===== src/rtl/mc_controller.sv =====
// Multicycle controller: a Moore FSM that sequences one instruction at a time
// through fetch, decode, execute/memory and writeback. It also holds the
// condition flags {N,Z,C,V} and the registered condition-pass bit (CondEx).
//
// Ports:
//   clk        rising-edge clock
//   reset      asynchronous active-high reset (FSM to FETCH, flags and CondEx cleared)
//   Instr      instruction register contents
//   ALUFlags   {N,Z,C,V} from the ALU, captured when leaving an execute state
//   PCWrite, MemWrite, RegWrite, IRWrite, AdrSrc               datapath enables/selects
//   RegSrc, ALUSrcA, ALUSrcB, ResultSrc, ImmSrc, ALUControl    datapath selects
module mc_controller (
   input  logic        clk,
   input  logic        reset,
   input  logic [31:0] Instr,
   input  logic [3:0]  ALUFlags,
   output logic        PCWrite,
   output logic        MemWrite,
   output logic        RegWrite,
   output logic        IRWrite,
   output logic        AdrSrc,
   output logic [1:0]  RegSrc,
   output logic [1:0]  ALUSrcA,
   output logic [1:0]  ALUSrcB,
   output logic [1:0]  ResultSrc,
   output logic [1:0]  ImmSrc,
   output logic [2:0]  ALUControl
);

   typedef enum logic [3:0] {
      S_FETCH, S_DECODE, S_MEMADR, S_MEMREAD, S_MEMWB,
      S_MEMWRITE, S_EXECUTER, S_EXECUTEI, S_ALUWB, S_BRANCH
   } state_t;

   state_t      r_state;
   state_t      w_next;
   logic [3:0]  r_flags;
   logic        r_condex;

   logic [1:0]  w_op;
   logic        w_i;
   logic [3:0]  w_cmd;
   logic        w_s;
   logic        w_rd15;
   logic [3:0]  w_cond;
   logic        w_condex;
   logic [2:0]  w_alucontrol;
   logic        w_validcmd;
   logic        w_logicop;
   logic        w_in_execute;
   logic        w_unused_bits;

   assign w_op   = Instr[27:26];
   assign w_i    = Instr[25];
   assign w_cmd  = Instr[24:21];
   assign w_s    = Instr[20];
   assign w_rd15 = (Instr[15:12] == 4'hF);
   assign w_cond = Instr[31:28];
   assign w_unused_bits = &{1'b0, Instr[19:16], Instr[11:0]};

   assign ImmSrc = w_op;
   assign RegSrc = {w_op == 2'b01, w_op == 2'b10};

   // Condition evaluation against the registered flags {N,Z,C,V}
   always_comb begin
      w_condex = 1'b0;
      unique case (w_cond)
         4'b0000: w_condex = r_flags[2];
         4'b0001: w_condex = ~r_flags[2];
         4'b0010: w_condex = r_flags[1];
         4'b0011: w_condex = ~r_flags[1];
         4'b0100: w_condex = r_flags[3];
         4'b0101: w_condex = ~r_flags[3];
         4'b0110: w_condex = r_flags[0];
         4'b0111: w_condex = ~r_flags[0];
         4'b1000: w_condex = r_flags[1] & ~r_flags[2];
         4'b1001: w_condex = ~r_flags[1] | r_flags[2];
         4'b1010: w_condex = (r_flags[3] == r_flags[0]);
         4'b1011: w_condex = (r_flags[3] != r_flags[0]);
         4'b1100: w_condex = ~r_flags[2] & (r_flags[3] == r_flags[0]);
         4'b1101: w_condex = r_flags[2] | (r_flags[3] != r_flags[0]);
         4'b1110: w_condex = 1'b1;
         default: w_condex = 1'b0;
      endcase
   end

   always_comb begin
      w_alucontrol = 3'b000;
      w_validcmd   = 1'b1;
      w_logicop    = 1'b0;
      unique case (w_cmd)
         4'b0100: w_alucontrol = 3'b000;
         4'b0010: w_alucontrol = 3'b001;
         4'b0000: begin w_alucontrol = 3'b010; w_logicop = 1'b1; end
         4'b1100: begin w_alucontrol = 3'b011; w_logicop = 1'b1; end
         default: w_validcmd = 1'b0;
      endcase
   end

   assign w_in_execute = (r_state == S_EXECUTER) || (r_state == S_EXECUTEI);

   always_ff @(posedge clk or posedge reset) begin
      if (reset) r_state <= S_FETCH;
      else       r_state <= w_next;
   end

   // Flag updates are gated by the registered CondEx, so the ALUWB that
   // follows still sees the decision made in DECODE.
   always_ff @(posedge clk or posedge reset) begin
      if (reset) begin
         r_flags  <= '0;
         r_condex <= 1'b0;
      end else begin
         if (r_state == S_DECODE)
            r_condex <= w_condex;
         if (w_in_execute && w_s && r_condex && w_validcmd) begin
            r_flags[3:2] <= ALUFlags[3:2];
            if (!w_logicop)
               r_flags[1:0] <= ALUFlags[1:0];
         end
      end
   end

   always_comb begin
      w_next     = S_FETCH;
      PCWrite    = 1'b0;
      MemWrite   = 1'b0;
      RegWrite   = 1'b0;
      IRWrite    = 1'b0;
      AdrSrc     = 1'b0;
      ALUSrcA    = '0;
      ALUSrcB    = '0;
      ResultSrc  = '0;
      ALUControl = '0;
      unique case (r_state)
         S_FETCH: begin
            w_next    = S_DECODE;
            IRWrite   = 1'b1;
            PCWrite   = 1'b1;
            ALUSrcA   = 2'b01;
            ALUSrcB   = 2'b10;
            ResultSrc = 2'b10;
         end
         S_DECODE: begin
            unique case (w_op)
               2'b01:   w_next = S_MEMADR;
               2'b10:   w_next = S_BRANCH;
               2'b00:   w_next = w_i ? S_EXECUTEI : S_EXECUTER;
               default: w_next = S_FETCH;
            endcase
            ALUSrcA   = 2'b01;
            ALUSrcB   = 2'b10;
            ResultSrc = 2'b10;
         end
         S_MEMADR: begin
            w_next  = w_s ? S_MEMREAD : S_MEMWRITE;
            ALUSrcB = 2'b01;
         end
         S_MEMREAD: begin
            w_next = S_MEMWB;
            AdrSrc = 1'b1;
         end
         S_MEMWRITE: begin
            AdrSrc   = 1'b1;
            MemWrite = r_condex;
         end
         S_MEMWB: begin
            ResultSrc = 2'b01;
            RegWrite  = r_condex;
            PCWrite   = r_condex & w_rd15;
         end
         S_EXECUTER: begin
            w_next     = S_ALUWB;
            ALUControl = w_alucontrol;
         end
         S_EXECUTEI: begin
            w_next     = S_ALUWB;
            ALUSrcB    = 2'b01;
            ALUControl = w_alucontrol;
         end
         S_ALUWB: begin
            RegWrite = r_condex & w_validcmd;
            PCWrite  = r_condex & w_validcmd & w_rd15;
         end
         S_BRANCH: begin
            ALUSrcB   = 2'b01;
            ResultSrc = 2'b10;
            PCWrite   = r_condex;
         end
         default: w_next = S_FETCH;
      endcase
   end

endmodule


===== config.mk =====
export PLATFORM = sky130hd
export DESIGN_NAME = mc_controller
export DESIGN_NICKNAME = d
export VERILOG_FILES = /design/src/rtl/mc_controller.sv
export SDC_FILE = /design/constraint.sdc
export NUM_CORES = 1
export LEC_CHECK = 0
export BUFFER_PORTS_ARGS = -buffer_cell sky130_fd_sc_hd__buf_2
export CAP_MARGIN = 20
export CORE_MARGIN = 3
export CORE_UTILIZATION = 46
export CTS_CLUSTER_DIAMETER = 50
export DETAILED_ROUTE_END_ITERATION = 8
export PLACE_DENSITY = 0.85
export SETUP_SLACK_MARGIN = 0.4
export SKIP_CTS_REPAIR_TIMING = 1
export SYNTH_ARGS = -nofsm -noshare
export SYNTH_HDL_FRONTEND = slang
export SYNTH_SLANG_ARGS = --single-unit

===== constraint.sdc =====
create_clock -name clk -period 2.9 [get_ports clk]
set_input_delay 0.58 -clock clk [delete_from_list [all_inputs] [get_ports clk]]
set_output_delay 0.58 -clock clk [all_outputs]
set_load 0.03 [all_outputs]

==> results of run 1 <==
[synthesized netlist by cell type, types with 2 or more instances]
cell type	instances
a21oi_1	2
a22oi_1	2
a31oi_1	2
and3b_1	2
buf_4	5
clkbuf_1	4
dfrtp_1	9
inv_1	5
mux2_1	2
mux2_2	2
mux2i_1	3
nand2_1	3
nand2b_1	5
nand4_1	2
nor2_1	12
nor2b_1	4
nor3_1	7
nor3b_1	4
o21ai_0	7
or2_1	2
xnor2_1	2
xor2_1	2
[routing by layer]
layer | track usage, % | vias up | part of all wire [%]
met4 | 5.381 | 0 | 2.2
met3 | 5.638 | 6 | 8.1
met1 | 22.51 | 409 | 40
li1 | - | 446 | -
met2 | 30.65 | 45 | 49
met5 | 0 | - | 0
[cell type report]
type                       count  area [um2]  area share, %
clock buffer                   4       26.28          2.397
inverter                       5       18.77          1.712
multi-input combinational     85       606.8          55.37
sequential                     9       225.2          20.55
tap                           25       31.28          2.854
timing repair buffer          37       187.7          17.12
[report_power, final]
part	switching, W	total (W)	internal [W]	leakage [nW]
sequential	0.000107	0.000276	0.000169	0.118
combinational	0.000378	0.000598	0.000220	0.418
clock	0.0000406	0.0000934	0.0000528	0.0150
[worst max path at each step]
stage,from,to,depth (start not counted)
floorplan,Instr[23],PCWrite,4
CTS,Instr[23],PCWrite,6
global placement,Instr[23],PCWrite,6
detailed placement,Instr[23],PCWrite,6
global route,Instr[23],PCWrite,6
finish,Instr[23],PCWrite,6
[per-stage QoR]
step	hold slack, ps	instances
final	274.2	165
after global routing	299.9	165
after CTS	282.3	165
after detailed placement	551.4	161
after global placement	523.2	161
after floorplan	407.9	112
[sequential cells by signal (all words and copies together) (netlist names)]
signal / count
r_condex: 1
r_state: 4
r_flags: 4
[placed cells by master (no fill, tap or decap), types with 2 or more instances in the layout]
| master | count |
|---|---|
| nor2_1 | 12 |
| nand4_1 | 2 |
| o21ai_0 | 6 |
| mux2_1 | 2 |
| clkbuf_4 | 3 |
| nor2b_1 | 4 |
| mux2_2 | 2 |
| mux2i_1 | 3 |
| dfrtp_1 | 9 |
| and3b_1 | 2 |
| or2_1 | 2 |
| a31oi_1 | 2 |
| nand2b_1 | 5 |
| inv_1 | 5 |
| conb_1 | 2 |
| buf_2 | 36 |
| nor3b_1 | 4 |
| a21oi_1 | 2 |
| xor2_1 | 2 |
| a22oi_1 | 2 |
| nor3_1 | 6 |
| nand2_1 | 3 |
| xnor2_1 | 2 |
[cells by family (layout without fill, tap and decap cells)]
group | after synthesis | in the layout | synth area share (%)
AOI/OAI and AO/OA | 23 | 23 | 17.17
xor gates and xnor gates | 4 | 4 | 3.847
buffers and inverters | 18 | 46 | 10.85
DFF | 9 | 9 | 24.73
muxes | 8 | 8 | 9.889
other | 1 | 2 | 0.4117
and+or+nand+nor | 48 | 48 | 33.10
==> metrics, run 1 <==
routed len/inst=13.35 um; layout cells sized above 1=36.43%; Sum Neg Setup Slack=0 ps; worst skew pair latency=260 ps; CTS Buf Count=3; antenna diode count=0; Critical Path Start Type=input pin; Yosys top cell area share=24.73%; Initial DRC Count=28; routed vias=906; number of global-route vias before repair=819; unrepaired setup endpoints after global routing=false; Crit path required time=2320 ps; crit-path cells=buf_2 > mux2_4 > nor3_2 > o21ai_1 > a2111oi_2 > buf_4; largest area contributor in the netlist=dfrtp_1; #FFs+latches synth=9; reg2reg start=r_state[1]; mapped cell area=910.9 um2; Pre-antenna DRT Iters=4; DIE AREA=2550 um2; final worst-path cycle share=81.86%; Layout area overhead=20.33%; DP HPWL=1.683 mm; Clock transition at path regs=60 ps; outcome=finished, final reports clean; gr usage total=18.33%; cell area after layout=1096 um2; Setup WS pre-CTS=402.0 ps; Max Buffers Root-to-Sink=2; final layout net count=179; setup violators final=0; clk root buf=clkbuf_4; Reg2Reg Capture Point=r_flags[1]; CP Class=input pin to output pin; slowest CP cell=mux2_4; IO Pins=56; Placed Area=1062 um2; reg2reg setup slack=1190 ps; die width=50.50 um; DRC=0; Pwr Total=0.0009673 W; Min-Delay Path Class=input pin to asynchronous set/reset pin; delay-heaviest family, CP=compound AO/OA/AOI/OAI gates; ys flop type=dfrtp_1; syn_area_per_cell=8.206 um2; first-pass GRT wire length=3.588 mm; Crit path arrival time=1790 ps; core area=1802 um2; critical path buffer and inverter count=2; post-route ant nets=0; P per Cell Area=882.6 nW/um2; Post-Syn Instances=111; Synth async-reset ratio=100.0%; max-slew violations=0; Max IR drop VDD=0.4167 mV; starting density of the core=50.56%; Final Skew=3.096 ps; Setup WS post-layout=526.0 ps; die height=50.50 um; Distinct cells, synth=45; Crit. End Element=output pin; Vias per Instance=5.491; maximum number of pins on one net before global-route repair=16; max-cap violations=0; Static Leak=0.5515 nW; port bufs=37; relative slew slack=63.71%; register area share after synthesis=24.73%; synth warn=0; GRT overflow=0; CTS tree=built; Routed WL=2.203 mm; initial antenna violation count=0; clk sinks=9; Post-synth EDFFs=0; critical-path maximum fanout=3; fin crit period=2374 ps; Final Core Density=60.83%; Fmax=421.2 MHz; Worst R2R Path Depth=4; Worst-Margin Slew=544.4 ps; Clock H-tree levels=1; final hold violation count=0; Max stage delay on crit path=330 ps; Fill cells=173; Area contributors post-synth=dfrtp_1, nor2_1, buf_4; GP Congestion=0.8259; Std-Cell Rows=15
Power figures use the tool's default switching activity.
==> run 2: changes to the inputs <==
Settings changed: ABC_AREA set to 1, CORE_UTILIZATION 46 to 41, PLACE_DENSITY 0.85 to 0.79.
Clock period 2.9 ns to 2.4 ns, I/O delays scaled along.
==> metrics, run 2 <==
clk sinks=9 (unchanged); ys flop type=dfrtp_1; Max stage delay on crit path=440 ps (+110 ps); Min-Delay Path Class=input pin to asynchronous set/reset pin; Critical Path Start Type=register; reg2reg start=r_state[2]; Yosys top cell area share=26.83% (+2.1 points); final hold violation count=0 (unchanged); tightest hold margin=163.3 ps (-110.9 ps); sequential standard cell area=226.5 um2 (+0.56%); critical-path maximum fanout=5 (+2); Vias per Instance=4.889 (-11%); GP Congestion=0.9116 (+10%); Worst R2R Path Depth=9 (+5); initial antenna violation count=0 (unchanged); Compound-Gate Fraction of Synth Area=10.58% (-6.6 points); Pre-antenna DRT Iters=4 (unchanged); critical path buffer and inverter count=2 (unchanged); max-cap violations=0 (unchanged); Crit path arrival time=1560 ps (-230 ps); outcome=finished, final reports clean; maximum number of pins on one net before global-route repair=10 (-6); Fill cells=180 (+4.0%); die height=51.25 um (+1.5%); antenna diode count=0 (unchanged); mux cell area share after synthesis=0% (-9.9 points); mapped cell area=839.6 um2 (-7.8%); slowest CP cell=dfrtp_2; commonest cells after routing, fill and taps aside=nand2_1, buf_2, inv_1; Reg2Reg Capture Point=r_flags[0]; Final Skew=3.907 ps (+0.8108 ps); most frequent CP cell=o21ai_1; Crit. End Element=output pin; #FFs+latches synth=9 (unchanged); Max Buffers Root-to-Sink=2 (unchanged); core area=1821 um2 (+1.0%); clk root buf=clkbuf_4; routed vias=1,056 (+17%); Clock transition at path regs=60 ps (about the same); Fmax=489.8 MHz; P per Cell Area=1009 nW/um2 (+14%); IO Pins=56 (unchanged); Layout area overhead=35.77%; fin crit period=2042 ps; cell area after layout=1140 um2 (+4.0%); CP Class=register to output pin; most common cell after layout, fill and taps aside=nand2_1; Area contributors post-synth=dfrtp_1, nand2_1, inv_1; unrepaired setup endpoints after global routing=true; Synth async-reset ratio=100.0% (unchanged); final worst-path cycle share=85.08%; gr usage total=18.38% (+0.047 points); Final Core Density=62.61% (+1.8 points); syn_area_per_cell=5.750 um2 (-30%); DIE AREA=2627 um2 (+3.0%); largest area contributor in the netlist=dfrtp_1; footprint of the multi-input gates=508.0 um2 (-16%); Routed WL=2.279 mm (+3.4%); max-slew violations=0 (unchanged); Top Registers=r_flags x4, r_state x4, r_condex x1; layout cells sized above 1=32.46% (-4.0 points); worst skew pair latency=260 ps (about the same); GRT overflow=0 (unchanged); die width=51.25 um (+1.5%); Post-Synth Simple-Gate Area=46.35% (+13 points); routed len/inst=10.55 um (-21%); post-route ant nets=0 (unchanged); Static Leak=0.6661 nW (+21%); CTS Buf Count=3 (unchanged); Initial DRC Count=30 (+7.1%); count leader, synth=nand2_1; first-pass GRT wire length=3.774 mm (+5.2%); CTS tree=built; Std-Cell Rows=15 (unchanged); setup violators final=0 (unchanged); # placed instances=206 (+28%); largest family of logic cells by synthesized area=simple AND/OR/NAND/NOR gates; crit-path cells=inv_2 > nand2_4 > nor3_4 > nor2_1 > o21ai_1 > nand2_1 > o21ai_1 > buf_4; DP HPWL=1.847 mm (+9.8%); Finished Layout Cells=216 (+31%); Max IR drop VDD=1.053 mV (+150%); Post-Syn Instances=146 (+32%); starting density of the core=46.12% (-4.4 points); port bufs=37 (unchanged); post-synthesis adder-cell area fraction=0% (unchanged); reg2reg setup slack=1030 ps (-160 ps); synth warn=0 (unchanged); Placed Area=1044 um2 (-1.8%); Sum Neg Setup Slack=0 ps (unchanged); Clock H-tree levels=1 (unchanged); number of global-route vias before repair=909 (+11%); Distinct cells, synth=22 (-51%); Synth Area in XOR/XNOR=0% (-3.8 points); top cells by count, synth=nand2_1, inv_1, nor2_1; Crit path required time=1920 ps (-400 ps); DRC=0 (unchanged); delay-heaviest family, CP=flip-flops; Post-synth EDFFs=0 (unchanged); register area share after synthesis=26.83% (+2.1 points); final layout net count=230 (+28%)
## run 2: cell types whose count changed in the layout (fill, tap and decap cells not counted), sizes merged, moves of 3 or more
cell,change
nand2,+41
mux2,-5
nand3,+13
nand2b,-5
buf,+7
nor3b,-4
nor2,+11
mux2i,-3
inv,+21
nor2b,-4
## run 2: kinds of logic after synthesis
group,after synthesis
AO/OA/AOI/OAI,16
buffers and inverters,31
flip-flops,9
AND/OR/NAND/NOR,89
other,1
## run 2: cell type report
class / instances / area share [%]
Sequential cell: 9 / 19.87
Multi-Input combinational cell: 107 / 44.57
Clock buffer: 4 / 2.305
Timing Repair Buffer: 44 / 21.51
Tap cell: 25 / 2.744
Inverter: 27 / 9.001
## run 2: metal layers
layer / up-vias / track usage (%) / part of all wire (%)
met5: - / 0 / 0
met4: 0 / 3.493 / 0.79
met3: 4 / 3.499 / 8.2
met2: 47 / 31.76 / 48
met1: 466 / 23.84 / 43
li1: 539 / - / -
## run 2: power breakdown
group          switching [W]  internal [W]  leakage (nW)
sequential         0.0000521      0.000204         0.110
clock              0.0000557     0.0000642        0.0150
combinational       0.000512      0.000262         0.541
## run 2: per-stage QoR
| stage | total power [W] | setup slack (ps) |
|---|---|---|
| floorplan | 0.0007386 | 442.2 |
| global placement | 0.0008983 | 468.1 |
| detailed placement | 0.0009145 | 437.5 |
| CTS | 0.001034 | 253.9 |
| global route | 0.001249 | 242.1 |
| finish | 0.001150 | 358.2 |
## run 2: worst max path at each step
stage | startpoint | endpoint | cells after the start
global route | r_state[1] | PCWrite | 8
finish | r_state[1] | PCWrite | 8
detailed placement | Instr[24] | PCWrite | 8
CTS | r_state[1] | PCWrite | 8
global placement | Instr[24] | PCWrite | 8
floorplan | r_state[1] | PCWrite | 7
